**config.mk**
```make
export PLATFORM = sky130hd
export DESIGN_NAME = sccb_request_arbiter
export DESIGN_NICKNAME = d
export VERILOG_FILES = /design/src/rtl/sccb_arb_pkg.sv /design/src/rtl/sccb_req_fifo.sv /design/src/rtl/sccb_request_arbiter.sv
export SDC_FILE = /design/constraint.sdc
export NUM_CORES = 1
export LEC_CHECK = 0
export BUFFER_PORTS_ARGS = -buffer_cell sky130_fd_sc_hd__buf_2
export CORE_UTILIZATION = 25
export DETAILED_ROUTE_END_ITERATION = 10
export PLACE_DENSITY = 0.53
export SLEW_MARGIN = 20
export SYNTH_ARGS = -nofsm -noshare
export SYNTH_HDL_FRONTEND = slang
export SYNTH_SLANG_ARGS = --single-unit
```
**constraint.sdc**
```tcl
create_clock -name clk -period 3.2 [get_ports clk]
set_clock_uncertainty 0.05 [all_clocks]
set_input_delay 0.64 -clock clk [delete_from_list [all_inputs] [get_ports clk]]
set_output_delay 0.64 -clock clk [all_outputs]
set_load 0.05 [all_outputs]
```
**src/rtl/sccb_arb_pkg.sv**
```systemverilog
// Shared definitions for the SCCB request arbiter: state encoding, the COM7
// soft-reset word and the default timing/queue parameters.
package sccb_arb_pkg;

  typedef enum logic [1:0] {
    IDLE   = 2'd0,
    ISSUE  = 2'd1,
    SETTLE = 2'd2,
    GAP    = 2'd3
  } state_t;

  localparam logic [15:0] COM7_RESET = 16'h1280;

  localparam int DEF_FIFO_DEPTH     = 4;
  localparam int DEF_GAP_CYCLES     = 16;
  localparam int DEF_SETTLE_CYCLES  = 50000;
  localparam int DEF_TIMEOUT_CYCLES = 100000;

  function automatic int max3(input int a, input int b, input int c);
    int m;
    m = (a > b) ? a : b;
    return (m > c) ? m : c;
  endfunction

endpackage

```
**src/rtl/sccb_req_fifo.sv**
```systemverilog
// Runtime write queue: FIFO of 16-bit {reg addr, value} words with first-word
// fall-through read data. A push is refused when full, even if popping.
module sccb_req_fifo
  import sccb_arb_pkg::*;
#(
  parameter int DEPTH = DEF_FIFO_DEPTH
) (
  input  logic        clk,
  input  logic        rst_n,
  input  logic        push,
  input  logic [15:0] wdata,
  input  logic        pop,
  output logic [15:0] rdata,
  output logic        full,
  output logic        empty
);

  localparam int AW = $clog2(DEPTH);
  localparam logic [AW-1:0] PTR_ONE  = AW'(1);
  localparam logic [AW:0]   CNT_ONE  = (AW + 1)'(1);
  localparam logic [AW:0]   FULL_CNT = (AW + 1)'(DEPTH);

  logic [15:0]   mem [DEPTH];
  logic [AW-1:0] wr_ptr;
  logic [AW-1:0] rd_ptr;
  logic [AW:0]   count;
  logic          do_push;
  logic          do_pop;

  assign full    = (count == FULL_CNT);
  assign empty   = (count == '0);
  assign do_push = push && !full;
  assign do_pop  = pop && !empty;
  assign rdata   = mem[rd_ptr];

  // NOTE: storage has no reset; count alone decides which entries are valid.
  always_ff @(posedge clk) begin
    if (do_push) mem[wr_ptr] <= wdata;
  end

  // NOTE: sequential state uses non-blocking assignments so every register
  // samples pre-edge values regardless of statement order.
  always_ff @(posedge clk or negedge rst_n) begin
    if (!rst_n) begin
      wr_ptr <= '0;
      rd_ptr <= '0;
      count  <= '0;
    end else begin
      if (do_push) wr_ptr <= wr_ptr + PTR_ONE;
      if (do_pop)  rd_ptr <= rd_ptr + PTR_ONE;
      case ({do_push, do_pop})
        2'b10:   count <= count + CNT_ONE;
        2'b01:   count <= count - CNT_ONE;
        default: count <= count;
      endcase
    end
  end

endmodule

```
**src/rtl/sccb_request_arbiter.sv**
```systemverilog
// Arbitrates the init-table requester and the runtime write queue onto one
// SCCB write engine, with inter-transaction gap, COM7 settle and watchdog.
module sccb_request_arbiter
  import sccb_arb_pkg::*;
#(
  parameter int FIFO_DEPTH     = DEF_FIFO_DEPTH,
  parameter int GAP_CYCLES     = DEF_GAP_CYCLES,
  parameter int SETTLE_CYCLES  = DEF_SETTLE_CYCLES,
  parameter int TIMEOUT_CYCLES = DEF_TIMEOUT_CYCLES
) (
  input  logic        clk,
  input  logic        rst_n,
  input  logic        init_call,
  input  logic [15:0] init_data,
  output logic        init_done,
  input  logic        usr_valid,
  input  logic [15:0] usr_data,
  output logic        usr_ready,
  output logic        usr_done,
  output logic        sccb_call,
  output logic [15:0] sccb_data,
  input  logic        sccb_done,
  output logic        owner,
  output logic        busy,
  output logic        timeout_err
);

  localparam int CNT_MAX = max3(GAP_CYCLES, SETTLE_CYCLES, TIMEOUT_CYCLES);
  localparam int CW      = $clog2(CNT_MAX + 1);
  localparam logic [CW-1:0] CNT_ONE      = CW'(1);
  localparam logic [CW-1:0] GAP_LOAD     = CW'(GAP_CYCLES - 1);
  localparam logic [CW-1:0] SETTLE_LOAD  = CW'(SETTLE_CYCLES - 1);
  localparam logic [CW-1:0] TIMEOUT_LOAD = CW'(TIMEOUT_CYCLES - 1);

  state_t        state_q, state_d;
  logic [CW-1:0] cnt_q, cnt_d;
  logic [15:0]   word_q, word_d;
  logic          owner_q, owner_d;
  logic          call_q, call_d;
  logic          init_done_q, init_done_d;
  logic          usr_done_q, usr_done_d;
  logic          timeout_q, timeout_d;

  logic          fifo_pop;
  logic [15:0]   fifo_rdata;
  logic          fifo_full;
  logic          fifo_empty;

  assign usr_ready = !fifo_full;

  sccb_req_fifo #(.DEPTH(FIFO_DEPTH)) u_fifo (
    .clk   (clk),
    .rst_n (rst_n),
    .push  (usr_valid && usr_ready),
    .wdata (usr_data),
    .pop   (fifo_pop),
    .rdata (fifo_rdata),
    .full  (fifo_full),
    .empty (fifo_empty)
  );

  // NOTE: every signal written here gets a default first, so no path can
  // leave one unassigned and infer a latch.
  always_comb begin
    state_d     = state_q;
    cnt_d       = cnt_q;
    word_d      = word_q;
    owner_d     = owner_q;
    call_d      = call_q;
    init_done_d = 1'b0;
    usr_done_d  = 1'b0;
    timeout_d   = timeout_q;
    fifo_pop    = 1'b0;

    case (state_q)
      IDLE: begin
        if (init_call) begin
          word_d  = init_data;
          owner_d = 1'b0;
          call_d  = 1'b1;
          cnt_d   = TIMEOUT_LOAD;
          state_d = ISSUE;
        end else if (!fifo_empty) begin
          fifo_pop = 1'b1;
          word_d   = fifo_rdata;
          owner_d  = 1'b1;
          call_d   = 1'b1;
          cnt_d    = TIMEOUT_LOAD;
          state_d  = ISSUE;
        end
      end
      ISSUE: begin
        // The same counter serves as watchdog here; done wins a tie with expiry.
        if (sccb_done || cnt_q == '0) begin
          call_d      = 1'b0;
          init_done_d = !owner_q;
          usr_done_d  = owner_q;
          if (!sccb_done) timeout_d = 1'b1;
          if (sccb_done && word_q == COM7_RESET) begin
            state_d = SETTLE;
            cnt_d   = SETTLE_LOAD;
          end else begin
            state_d = GAP;
            cnt_d   = GAP_LOAD;
          end
        end else begin
          cnt_d = cnt_q - CNT_ONE;
        end
      end
      SETTLE: begin
        if (cnt_q == '0) begin
          state_d = GAP;
          cnt_d   = GAP_LOAD;
        end else begin
          cnt_d = cnt_q - CNT_ONE;
        end
      end
      GAP: begin
        if (cnt_q == '0) state_d = IDLE;
        else             cnt_d   = cnt_q - CNT_ONE;
      end
      default: state_d = IDLE;
    endcase
  end

  always_ff @(posedge clk or negedge rst_n) begin
    if (!rst_n) begin
      state_q     <= IDLE;
      cnt_q       <= '0;
      word_q      <= '0;
      owner_q     <= 1'b0;
      call_q      <= 1'b0;
      init_done_q <= 1'b0;
      usr_done_q  <= 1'b0;
      timeout_q   <= 1'b0;
    end else begin
      state_q     <= state_d;
      cnt_q       <= cnt_d;
      word_q      <= word_d;
      owner_q     <= owner_d;
      call_q      <= call_d;
      init_done_q <= init_done_d;
      usr_done_q  <= usr_done_d;
      timeout_q   <= timeout_d;
    end
  end

  assign sccb_call   = call_q;
  assign sccb_data   = word_q;
  assign owner       = owner_q;
  assign init_done   = init_done_q;
  assign usr_done    = usr_done_q;
  assign timeout_err = timeout_q;
  assign busy        = (state_q != IDLE);

endmodule

```
# Word level (Yosys, flattened, before mapping)
# Memory sizes are Yosys's and may differ from the RTL's.
# Index checks and enable logic that the tools add are counted.
dict set report op_classes {
  n_addsub 5
  mul 0
  n_div 0
  order_cmp 0
  n_eq_ne 13
  shift 0
  n_mux 31
  n_bitwise 1
  n_reduce_logical 19
}
# op count
set ops {}
lappend ops {{$mux W17} 5}
lappend ops {{$pmux W17 S4} 1}
lappend ops {{$mux W16} 3}
lappend ops {{$logic_not A17 Y1} 1}
lappend ops {{$sub A17 B1 Y17 const B} 1}
lappend ops {{$eq A16 B13 Y1 const B} 1}
lappend ops {{$mux W1} 14}
lappend ops {{$mux W2} 5}
lappend ops {{$ne A2 B2 Y1 const B} 5}
lappend ops {{$pmux W2 S4} 1}
lappend ops {{$eq A2 B2 Y1 const B} 3}
lappend ops {{$pmux W3 S2} 1}
lappend ops {{$reduce_and A3 Y1} 2}
lappend ops {{$reduce_bool A2 Y1} 3}
lappend ops {{$add A2 B1 Y2 const B} 2}
lappend ops {{$eq A2 B1 Y1 const B} 2}
lappend ops {{$logic_and A1 B1 Y1} 4}
lappend ops {{$reduce_and A2 Y1} 2}
lappend ops {{$reduce_and A4 Y1} 1}
lappend ops {{$add A3 B1 Y3 const B} 1}
lappend ops {{$eq A3 B3 Y1 const B} 1}
lappend ops {{$logic_not A1 Y1} 3}
lappend ops {{$logic_not A3 Y1} 1}
lappend ops {{$ne A3 B3 Y1 const B} 1}
lappend ops {{other kinds (5)} 5}
dict set report word_totals {
  ff_bits 47
  latchBits 0
  ramBits 64
  rom_bits 0
  inputBits 37
  memories 1
}
# name words word_bits read_ports rd_clocked_by_memory_dff wr line
set mem_list {}
lappend mem_list {u_fifo.mem 4 16 1 0 1 sccb_req_fifo.sv:23} ;# logic [15:0] mem [DEPTH];

# Logic depth before layout (Yosys ltp)
# Gate-level depths: netlist of the first run.
dict set report depth {
  word_depth 7
  mapped_depth 10
  mapped_depth_nobuf 10
}

# Modules after synthesis
# Synthesis of the first run repeated with hierarchy kept, for this count alone.
dict set report unflattened {
  cells_unflattened 373
  area_unflattened_um2 5048.6
}
# mod n_inst cells_per_inst area_per_inst_um2 seq_area_each_um2
set by_module_without_submodules {}
lappend by_module_without_submodules {sccb_req_fifo 1 121 2775.2 2097.0}
lappend by_module_without_submodules {sccb_request_arbiter 1 252 2273.4 1001.0}

# Least setup slack after synthesis of the first run
# OpenSTA, ideal clock, no wires.
dict set report synth_timing {
  kind {register to register}
  from {register u_fifo.count[0]}
  to {register u_fifo.count[2]}
  arrival_ps 2341
  t_required_ps 3071
  path_slack_ps 729
  stages_incl_launch_ff 11
  n_path_buf 0
  synth_period_minus_slack_ps 2471
  path_cell_list {dfrtp_1 > inv_1 > nand3_1 > and2_1 > inv_1 > ha_1 > inv_1 > fa_1 > xor2_1 > nor2_1 > xor2_1}
}
# element line
set synth_rtl {}
lappend synth_rtl {{start: declaration} sccb_req_fifo.sv:26} ;# logic [AW:0] count;
lappend synth_rtl {{start signal: assignment} sccb_req_fifo.sv:52} ;# 2'b10: count <= count + CNT_ONE;
lappend synth_rtl {{start signal: assignment} sccb_req_fifo.sv:53} ;# 2'b01: count <= count - CNT_ONE;
lappend synth_rtl {{start signal: assignment} sccb_req_fifo.sv:54} ;# default: count <= count;
lappend synth_rtl {{$eq A3 B3 Y1 (*)} sccb_req_fifo.sv:30} ;# assign full = (count == FULL_CNT);
lappend synth_rtl {{$logic_not A1 Y1 (*)} sccb_request_arbiter.sv:49} ;# assign usr_ready = !fifo_full;
lappend synth_rtl {{via usr_ready} sccb_request_arbiter.sv:18} ;# output logic usr_ready,
lappend synth_rtl {{$logic_and A1 B1 Y1} sccb_request_arbiter.sv:54} ;# .push (usr_valid && usr_ready),
lappend synth_rtl {{$logic_and A1 B1 Y1 (*)} sccb_req_fifo.sv:32} ;# assign do_push = push && !full;
lappend synth_rtl {{$eq A2 B1 Y1 or $eq A2 B2 Y1 (tied branches)} sccb_req_fifo.sv:51} ;# case ({do_push, do_pop})
lappend synth_rtl {{$pmux W3 S2 or $reduce_bool A2 Y1 (tied branches)} n/a}
# Mark *: on every way through the listed nets, which the timed path passes. The rest lies on a longest branch.
# A chain may end at the register's enable or synchronous reset.

# Final worst setup path of the first run
dict set report layout_timing {
  from {register state_q[0]}
  to {register u_fifo.count[2]}
}
dict set report layout_via {
  elab_chain_cells 5
}
# element line
set layout_lines {}
lappend layout_lines {{start: declaration} sccb_request_arbiter.sv:35} ;# state_t state_q, state_d;
lappend layout_lines {{start signal: assignment} sccb_request_arbiter.sv:137} ;# state_q <= state_d;
lappend layout_lines {{$logic_not A2 Y1 (*)} sccb_request_arbiter.sv:75} ;# case (state_q)
lappend layout_lines {{$mux W1 (*)} sccb_request_arbiter.sv:75}
lappend layout_lines {{$logic_and A1 B1 Y1 (*)} sccb_req_fifo.sv:33} ;# assign do_pop = pop && !empty;
lappend layout_lines {{via u_fifo.do_pop} sccb_req_fifo.sv:28} ;# logic do_pop;
lappend layout_lines {{$eq A2 B1 Y1 or $eq A2 B2 Y1 (tied branches)} sccb_req_fifo.sv:51}
lappend layout_lines {{$pmux W3 S2 or $reduce_bool A2 Y1 (tied branches)} n/a}
# Marked as above.

==> impl_metrics.py, run 1 <==
metrics = {
    "cts": {
        "holdBufCountCts": 0,
        "cts_sinks": 111,
        "cts.path.max_buffers": 2,
        "cts_root_buf": "clkbuf_16",
        "cts_tree": "done",
        "numCtsBuffers": 9,
        "path_clk_slew_ns": 0.07,
        "post-cts-setup-buffers": 0,
        "h-tree-depth": 3,
        "cts.repair.resized": 0,
        "clk_latency_ns": 0.35,
    },
    "outcome": {
        "status": "finished clean",
    },
    "logic_synthesis": {
        "synth-seq-cells": 111,
        "synth_nets": 428,
        "async_flop_share": 0.423,
        "syn_inst": 379,
        "syn_area_um2": 5100,
        "synth.yosys.seq_area_share": 0.607,
        "synth.distinct_cells": 64,
        "avgSynthCellArea_um2": 13.5,
        "synth-edff-count": 64,
        "synthFlopType": "edfxtp_1",
        "yosys_warnings": 0,
    },
    "worst_setup_path": {
        "crit_chain": "inv_1 > ha_1 > nand2b_1 > nor2b_1 > ha_1 > inv_1 > fa_1 > xor2_1 > nor2_1 > xor2_1",
        "crit_family": "adder cells",
        "critPathRequiredTime_ns": 3.42,
        "cp-end-kind": "register",
        "crit_cells": 10,
        "reg2reg_depth": 10,
        "crit_fanout": 6,
        "slowest_delay_ns": 0.44,
        "cp_slowest_cell": "dfrtp_1",
        "path_buf_inv": 2,
        "critical_path_class": "register to register",
        "crit_arrival_ns": 2.74,
        "start_kind": "register",
    },
    "sta": {
        "hold_viol": 0,
        "final_max_slew_viol_count": 0,
        "tns_ns": 0,
        "period_share": 0.787,
        "grt_setup_unrepaired": "no",
        "worst_pin_slew_ns": 0.852,
        "finalHoldWorstSlack_ns": 0.236,
        "fmax_mhz": 397,
        "period_minus_slack_ns": 2.52,
        "finalSetupViolations": 0,
        "max_slew_margin": 0.432,
    },
    "floorplanning": {
        "dieHeight_um": 145,
        "rows": 51,
        "dieArea_um2": 21000,
        "initial_core_util": 0.259,
        "core_area_um2": 19700,
        "die_w_um": 145,
        "boundaryPins": 60,
    },
    "min_path": {
        "hp-class": "input pin to async pin",
    },
    "detailed_routing": {
        "drtAntennaViolNets": 0,
        "viasPerCell": 4.61,
        "drt-total-wl_um": 11800,
        "drc": 0,
        "vias": 3295,
        "drtIter0Drc": 198,
        "wire_per_inst_um": 16.5,
        "drtPass1Iterations": 4,
    },
    "global_routing": {
        "grt_pass1_vias": 3555,
        "gr-usage-all-layers": 0.125,
        "grt_pass1_wl_um": 19300,
        "grt_start_max_net_pins": 48,
        "antenna_found_initial": 0,
        "overflow": 0,
    },
    "finish": {
        "design_area_um2": 6030,
        "seq_area_um2": 3100,
        "final_util": 0.306,
        "drive_gt1_frac": 0.267,
        "area_delta_synth_final_pct": 18.2,
        "multi_input_area_um2": 1850,
        "final_cell_mix": "edfxtp_1 (64), buf_2 (58), dfrtp_1 (47), nand2_1 (33), o21ai_0 (23)",
        "fillers": 1988,
        "layout_commonest_cell": "edfxtp_1",
        "nets": 493,
    },
    "power": {
        "powerDensity_nw_per_um2": 541,
        "total_power_mw": 3.26,
        "irDropWorstVdd_v": 0.000452,
        "leakage_nw": 2.39,
    },
    "place": {
        "hpwl_um": 8340,
        "numPortBuffers": 59,
        "routabilityCongestion": 0.819,
        "post_dp_cell_area_um2": 5750,
    },
    "flow_run": {
        "drv_cap": 0,
    },
}
path summary, 6_finish.rpt:
| kind | from | endpoint | slack (ns) |
|---|---|---|---|
| setup / recovery | state_q[0] | u_fifo.count[2] | 0.68 |
| hold / removal | rst_n | cnt_q[15] | 0.24 |
| setup reg to reg | state_q[0] | u_fifo.count[2] | 0.68 |
| hold reg to reg | timeout_err | timeout_err | 0.43 |
| max in group asynchronous | rst_n | sccb_data[12] | 2.42 |
| min in group clk | timeout_err | timeout_err | 0.43 |
Yosys cell counts, types with 3 or more instances:
cell type  instances  area share
edfxtp_1          64        0.38
a31oi_1            5      0.0061
nand2_1           33       0.024
a211oi_1           3      0.0044
nor2b_1            3      0.0037
dfrtp_1           47        0.23
nor3_1             7      0.0069
ha_1              11       0.027
nor2_1            18       0.013
a21oi_1           10      0.0098
a22o_1             3      0.0051
xor2_1             3      0.0051
o21ai_1            7      0.0069
xnor2_1            3      0.0051
and3_1             6      0.0074
o211ai_1           8       0.012
mux4_2            16       0.071
o21ai_0           23       0.023
nand2b_1           3      0.0037
inv_1             18       0.013
nor4_1             4      0.0049
mux2i_1           17       0.033
buf_2              5      0.0049
o22ai_1            7      0.0086
clkbuf_1           6      0.0044
area by class of cell:
type	count	area share
clock buffers	10	0.0380
clock inverters	6	0.00850
inverters	18	0.0112
repair buffers	71	0.0664
flip-flops and latches	111	0.513
well taps	265	0.0550
multi-input cells	233	0.307
diodes	1	0.000415
power breakdown:
| group | switching, mW | internal (mW) | total, mW | leakage [nW] |
|---|---|---|---|---|
| Combinational | 0.267 | 0.154 | 0.420 | 1.06 |
| Sequential | 0.0522 | 1.73 | 1.78 | 1.20 |
| Clock | 0.525 | 0.541 | 1.07 | 0.133 |
cells by family (layout without fill, tap and decap cells):
logic type      after synthesis  after routing  share of synthesized area
other cells                   0              1                          0
buf+inv                      35            105                     0.0309
flops                       111            111                      0.607
simple gates                100            100                      0.111
fa+ha+maj                    12             12                     0.0309
xor+xnor                      6              6                     0.0103
mux                          33             33                      0.104
compound gates               82             82                      0.106
metrics by stage:
step / setup slack [ns] / cells
3_5_place_dp: 0.651 / 698
5_1_grt: 0.449 / 714
6_report: 0.682 / 715
4_1_cts: 0.692 / 714
2_1_floorplan: 0.729 / 379
3_3_place_gp: 0.682 / 698
per-layer routing:
metal | GRT usage | part of all wire | vias up | wire length [um]
met5 | 0 | 0 | - | 0
met4 | 0.0338 | 0.0082 | 0 | 97
met3 | 0.0418 | 0.062 | 6 | 729
met2 | 0.215 | 0.50 | 68 | 5940
met1 | 0.149 | 0.43 | 1648 | 5040
li1 | - | - | 1573 | -
flip-flops by register name, indices dropped and copies added (netlist names):
signal         count
cnt_q             17
init_done          1
owner              1
sccb_call          1
sccb_data         16
state_q            2
timeout_err        1
u_fifo.count       3
u_fifo.mem        64
u_fifo.rd_ptr      2
u_fifo.wr_ptr      2
usr_done           1
Note: power is estimated with default switching activity, not from simulation.
==> run 2, diff against run 1 <==
--- a/config.mk
+++ b/config.mk
@@ -8,7 +8,7 @@
 export BUFFER_PORTS_ARGS = -buffer_cell sky130_fd_sc_hd__buf_2
 export CORE_UTILIZATION = 25
 export DETAILED_ROUTE_END_ITERATION = 10
-export PLACE_DENSITY = 0.53
+export PLACE_DENSITY = 0.54
 export SLEW_MARGIN = 20
 export SYNTH_ARGS = -nofsm -noshare
 export SYNTH_HDL_FRONTEND = slang
==> constraint.sdc (replaced) <==
create_clock -name clk -period 2.2 [get_ports clk]
set_clock_uncertainty 0.05 [all_clocks]
set_input_delay 0.44 -clock clk [delete_from_list [all_inputs] [get_ports clk]]
set_output_delay 0.44 -clock clk [all_outputs]
set_load 0.05 [all_outputs]
==> run 2 against run 1 <==
Power rose by 53%; combinational power rose by 62%; non-clock buffer count rose by 35; critical path type unchanged; via count rose by 6.5%; first-iteration DRC count fell by 8.6%.
==> impl_metrics.py, run 2 (synthesis gave the netlist of run 1 again) <==
metrics = {
    "sta": {
        "fmax_mhz": 471,
        "worst_pin_slew_ns": 0.643,
        "finalSetupViolations": 0,
        "hold_viol": 0,
        "max_slew_margin": 0.571,
        "period_share": 0.965,
        "final_max_slew_viol_count": 0,
        "period_minus_slack_ns": 2.12,
        "finalHoldWorstSlack_ns": 0.128,
    },
    "power": {
        "irDropWorstVdd_v": 0.000572,
        "leakage_nw": 2.59,
        "total_power_mw": 4.99,
        "powerDensity_nw_per_um2": 778,
    },
    "cts": {
        "cts_tree": "done",
        "cts.path.max_buffers": 2,
        "path_clk_slew_ns": 0.08,
        "cts_root_buf": "clkbuf_16",
        "h-tree-depth": 3,
        "numCtsBuffers": 9,
        "cts_sinks": 111,
        "clk_latency_ns": 0.36,
    },
    "finish": {
        "design_area_um2": 6420,
        "top_register": "u_fifo.mem",
        "largest_reg_flops": 64,
        "final_cell_mix": "edfxtp_1 (64), buf_2 (59), dfrtp_1 (47), buf_4 (47), nand2_1 (33)",
        "fillers": 1942,
        "layout_commonest_cell": "edfxtp_1",
        "nets": 528,
        "area_delta_synth_final_pct": 25.7,
        "drive_gt1_frac": 0.355,
    },
    "place": {
        "numPortBuffers": 59,
        "post_dp_cell_area_um2": 5970,
        "hpwl_um": 8970,
        "routabilityCongestion": 0.836,
    },
    "min_path": {
        "hp-class": "input pin to async pin",
    },
    "detailed_routing": {
        "vias": 3510,
        "drtAntennaViolNets": 0,
        "drtIter0Drc": 181,
        "wire_per_inst_um": 17.0,
        "viasPerCell": 4.68,
        "drc": 0,
        "drtPass1Iterations": 5,
        "drt-total-wl_um": 12800,
    },
    "worst_setup_path": {
        "crit_fanout": 5,
        "critical_path_class": "register to register",
        "start_kind": "register",
        "cp-end-kind": "register",
        "crit_arrival_ns": 2.32,
        "reg2reg_depth": 8,
        "critPathRequiredTime_ns": 2.40,
        "rrSetupSlack_ns": 0.08,
    },
    "flow_run": {
        "drv_cap": 0,
    },
    "global_routing": {
        "gr-usage-all-layers": 0.131,
        "grt_pass1_wl_um": 20000,
        "grt_pass1_vias": 3674,
        "overflow": 0,
        "grt_start_max_net_pins": 48,
        "antenna_found_initial": 0,
    },
    "floorplanning": {
        "dieArea_um2": 21000,
        "dieHeight_um": 145,
        "initial_core_util": 0.259,
        "core_area_um2": 19700,
        "die_w_um": 145,
        "boundaryPins": 60,
        "rows": 51,
    },
    "outcome": {
        "status": "finished clean",
    },
}
## run 2: changes by cell type in the layout (fill, tap and decap cells not counted), sizes merged
cell	delta
buf	+35
clkbuf	-1
clkinv	+3
clkinvlp	-2
## run 2: power by group
group / total, mW / internal (mW) / switching [mW]
clock: 1.72 / 0.836 / 0.883
combinational: 0.680 / 0.259 / 0.421
sequential: 2.59 / 2.51 / 0.0853
## run 2: what timing repair did
item,CTS,global route
buffers inserted,0,6
endpoints found under the setup margin,10,15
hold buffers,0,0
pin swaps,0,4
resized for setup,3,17
gates cloned,0,0
## run 2: metal layers
| metal | vias to the layer above | GRT usage | wire, um |
|---|---|---|---|
| met4 | 0 | 0.0587 | 416 |
| met3 | 29 | 0.0457 | 811 |
| met5 | - | 0 | 0 |
| met2 | 93 | 0.219 | 6230 |
| met1 | 1736 | 0.151 | 5290 |
| li1 | 1652 | - | - |
## run 2: layout make-up
| cell class | count | area, um2 | share of cell area |
|---|---|---|---|
| Multi-Input combinational cell | 233 | 1940 | 0.303 |
| Clock inverter | 7 | 101 | 0.0158 |
| Antenna cell | 1 | 2.50 | 0.000390 |
| Sequential cell | 111 | 3100 | 0.483 |
| Inverter | 18 | 67.6 | 0.0105 |
| Tap cell | 265 | 332 | 0.0517 |
| Clock buffer | 9 | 225 | 0.0351 |
| Timing Repair Buffer | 106 | 648 | 0.101 |
## run 2: metrics by stage
| step | instances | worst slack, ns | setup TNS [ns] | util |
|---|---|---|---|---|
| final | 750 | 0.0763 | 0 | 0.325 |
| after global routing | 749 | -0.00731 | -0.00879 | 0.325 |
| after CTS | 743 | 0.00713 | 0 | 0.320 |
| after detailed placement | 727 | -0.168 | -0.709 | 0.303 |
| after global placement | 727 | -0.0445 | -0.0820 | 0.303 |
| after floorplan | 379 | 0.0301 | 0 | - |
## run 2: worst paths after layout
| path | start | to |
|---|---|---|
| hold reg to reg | owner | init_done |
| min in group clk | usr_data[4] | u_fifo.mem[0][4] |
| hold / removal | rst_n | cnt_q[15] |
| setup reg to reg | cnt_q[1] | cnt_q[13] |
| max in group asynchronous | rst_n | sccb_call |
| setup / recovery | cnt_q[1] | cnt_q[13] |
## run 2: critical path, cell delays in order (launching register included)
cell and delay (ns):
dfrtp_1 0.39, inv_1 0.06, ha_2 0.21, or4b_4 0.53
nor2_4 0.14, a211oi_1 0.09, buf_4 0.17, o311a_1 0.12
a211o_1 0.27
==> run 3, diff against run 2 <==
--- a/config.mk
+++ b/config.mk
@@ -5,10 +5,10 @@
 export SDC_FILE = /design/constraint.sdc
 export NUM_CORES = 1
 export LEC_CHECK = 0
-export BUFFER_PORTS_ARGS = -buffer_cell sky130_fd_sc_hd__buf_2
 export CORE_UTILIZATION = 25
 export DETAILED_ROUTE_END_ITERATION = 10
-export PLACE_DENSITY = 0.54
+export DONT_BUFFER_PORTS = 1
+export PLACE_DENSITY = 0.52
 export SLEW_MARGIN = 20
 export SYNTH_ARGS = -nofsm -noshare
 export SYNTH_HDL_FRONTEND = slang
==> run 3 against run 2 <==
Critical path depth stayed put; flip-flop and latch count is the same; design area decreased by 3.8%; die area did not move; combinational power fell by 13%; routed wire length down 5.8%; register-to-register slack improved by 0.03 ns; non-clock buffer count fell by 50; sequential share of layout area increased by 1.9 points; final cell count down 6.8%; clock power fell by 7%; sequential power about the same; critical path type unchanged; critical endpoint unchanged; largest power group unchanged.
==> impl_metrics.py, run 3 (synthesis gave the netlist of run 1 again) <==
metrics = {
    "outcome": {
        "status": "finished clean",
    },
    "finish": {
        "design_area_um2": 6170,
        "drive_gt1_frac": 0.267,
        "final_cell_mix": "edfxtp_1 (64), buf_4 (52), dfrtp_1 (47), nand2_1 (33), o21ai_0 (23)",
        "top_register": "u_fifo.mem",
        "antenna_cells": 0,
        "nets": 478,
        "layout_commonest_cell": "edfxtp_1",
        "area_delta_synth_final_pct": 20.9,
        "final_util": 0.313,
        "largest_reg_flops": 64,
        "final_cells": 699,
    },
    "cts": {
        "cts_sinks": 111,
        "cts_tree": "done",
        "cts.path.max_buffers": 2,
        "clk_latency_ns": 0.35,
        "h-tree-depth": 3,
        "numCtsBuffers": 9,
        "path_clk_slew_ns": 0.08,
        "cts_root_buf": "clkbuf_16",
    },
    "floorplanning": {
        "boundaryPins": 60,
        "dieArea_um2": 21000,
        "die_w_um": 145,
        "core_area_um2": 19700,
        "dieHeight_um": 145,
        "rows": 51,
        "initial_core_util": 0.259,
    },
    "place": {
        "dpl.cell_count": 677,
        "numPortBuffers": 0,
        "post_dp_cell_area_um2": 5770,
        "hpwl_um": 8500,
        "routabilityCongestion": 0.830,
    },
    "sta": {
        "fmax_mhz": 477,
        "final_max_slew_viol_count": 0,
        "hold_viol": 0,
        "finalSetupViolations": 0,
        "worst_pin_slew_ns": 0.578,
        "period_minus_slack_ns": 2.10,
        "finalHoldWorstSlack_ns": 0.128,
        "period_share": 0.954,
        "max_slew_margin": 0.614,
    },
    "global_routing": {
        "grt_start_max_net_pins": 48,
        "overflow": 0,
        "grt_pass1_wl_um": 19400,
        "grt_pass1_vias": 3477,
        "antenna_found_initial": 0,
        "gr-usage-all-layers": 0.126,
    },
    "detailed_routing": {
        "route.met3.wl_um": 815,
        "drtAntennaViolNets": 0,
        "wire_per_inst_um": 17.2,
        "viasPerCell": 4.67,
        "route.layer.met1.wl_um": 5210,
        "drtIter0Drc": 182,
        "maxUsedRoutingLayer": "met4",
        "met2_length_um": 5790,
        "drtPass1Iterations": 4,
        "drc": 0,
        "drt-total-wl_um": 12000,
        "vias": 3262,
    },
    "worst_setup_path": {
        "cp-end-kind": "register",
        "crit_fanout": 4,
        "crit_arrival_ns": 2.29,
        "critPathRequiredTime_ns": 2.39,
        "critical_path_class": "register to register",
        "start_kind": "register",
    },
    "power": {
        "powerDensity_nw_per_um2": 775,
        "irDropWorstVdd_v": 0.000629,
        "leakage_nw": 2.38,
    },
    "flow_run": {
        "drv_cap": 0,
    },
    "min_path": {
        "hp-class": "input pin to register",
    },
}
## run 3: through the flow
stage | setup TNS, ns | setup WS (ns) | total power [mW]
6_report | 0 | 0.102 | 4.79
5_1_grt | -0.00624 | -0.00624 | 5.01
4_1_cts | 0 | 0.0230 | 4.86
3_5_place_dp | -0.802 | -0.181 | 3.23
3_3_place_gp | -0.00848 | -0.00848 | 3.19
2_1_floorplan | 0 | 0.0301 | 3.02
## run 3: worst paths after layout
path / startpoint / to / slack, ns / cells after the start
max: cnt_q[0] / cnt_q[13] / 0.10 / 8
min: usr_data[1] / u_fifo.mem[0][1] / 0.13 / 0
max reg2reg: cnt_q[0] / cnt_q[13] / 0.10 / 8
min reg2reg: u_fifo.count[0] / u_fifo.count[0] / 0.46 / 1
max in group asynchronous: rst_n / u_fifo.count[0] / 1.32 / 2
min in group asynchronous: rst_n / cnt_q[9] / 0.55 / 2
## run 3: layout make-up
cell class / instances / area [um2]
clock buffers: 11 / 243
clock inverters: 5 / 51.3
fillers: 1966 / 13500
inverters: 18 / 67.6
multi-input cells: 233 / 1910
flip-flops and latches: 111 / 3100
well taps: 265 / 332
repair buffers: 56 / 468
## run 3: worst max-delay path, stage by stage, from the launching register on
cell,delay (ns)
dfrtp_1,0.38
inv_1,0.06
ha_1,0.19
or4b_4,0.53
nor2_4,0.14
a211oi_1,0.10
buf_4,0.17
o311a_1,0.12
a211o_1,0.26
## run 3: repair_timing
item,CTS,global route
pin swaps,0,1
setup buffers,2,2
gates resized for setup,1,12
endpoints found under the setup margin,10,7
hold buffers,2,0
hold endpoints to repair,47,0
## run 3: layer usage
metal	up-vias	global-route usage
li1	1546	-
met3	13	0.0474
met5	-	0
met2	69	0.207
met4	0	0.0371
met1	1634	0.154
## run 3: report_power, final
part           total (mW)  internal, mW  switching [mW]  leakage [nW]
clock                1.60         0.825           0.773         0.144
combinational       0.594         0.227           0.367          1.04
sequential           2.59          2.51          0.0826          1.20
total                4.79          3.56            1.22          2.38
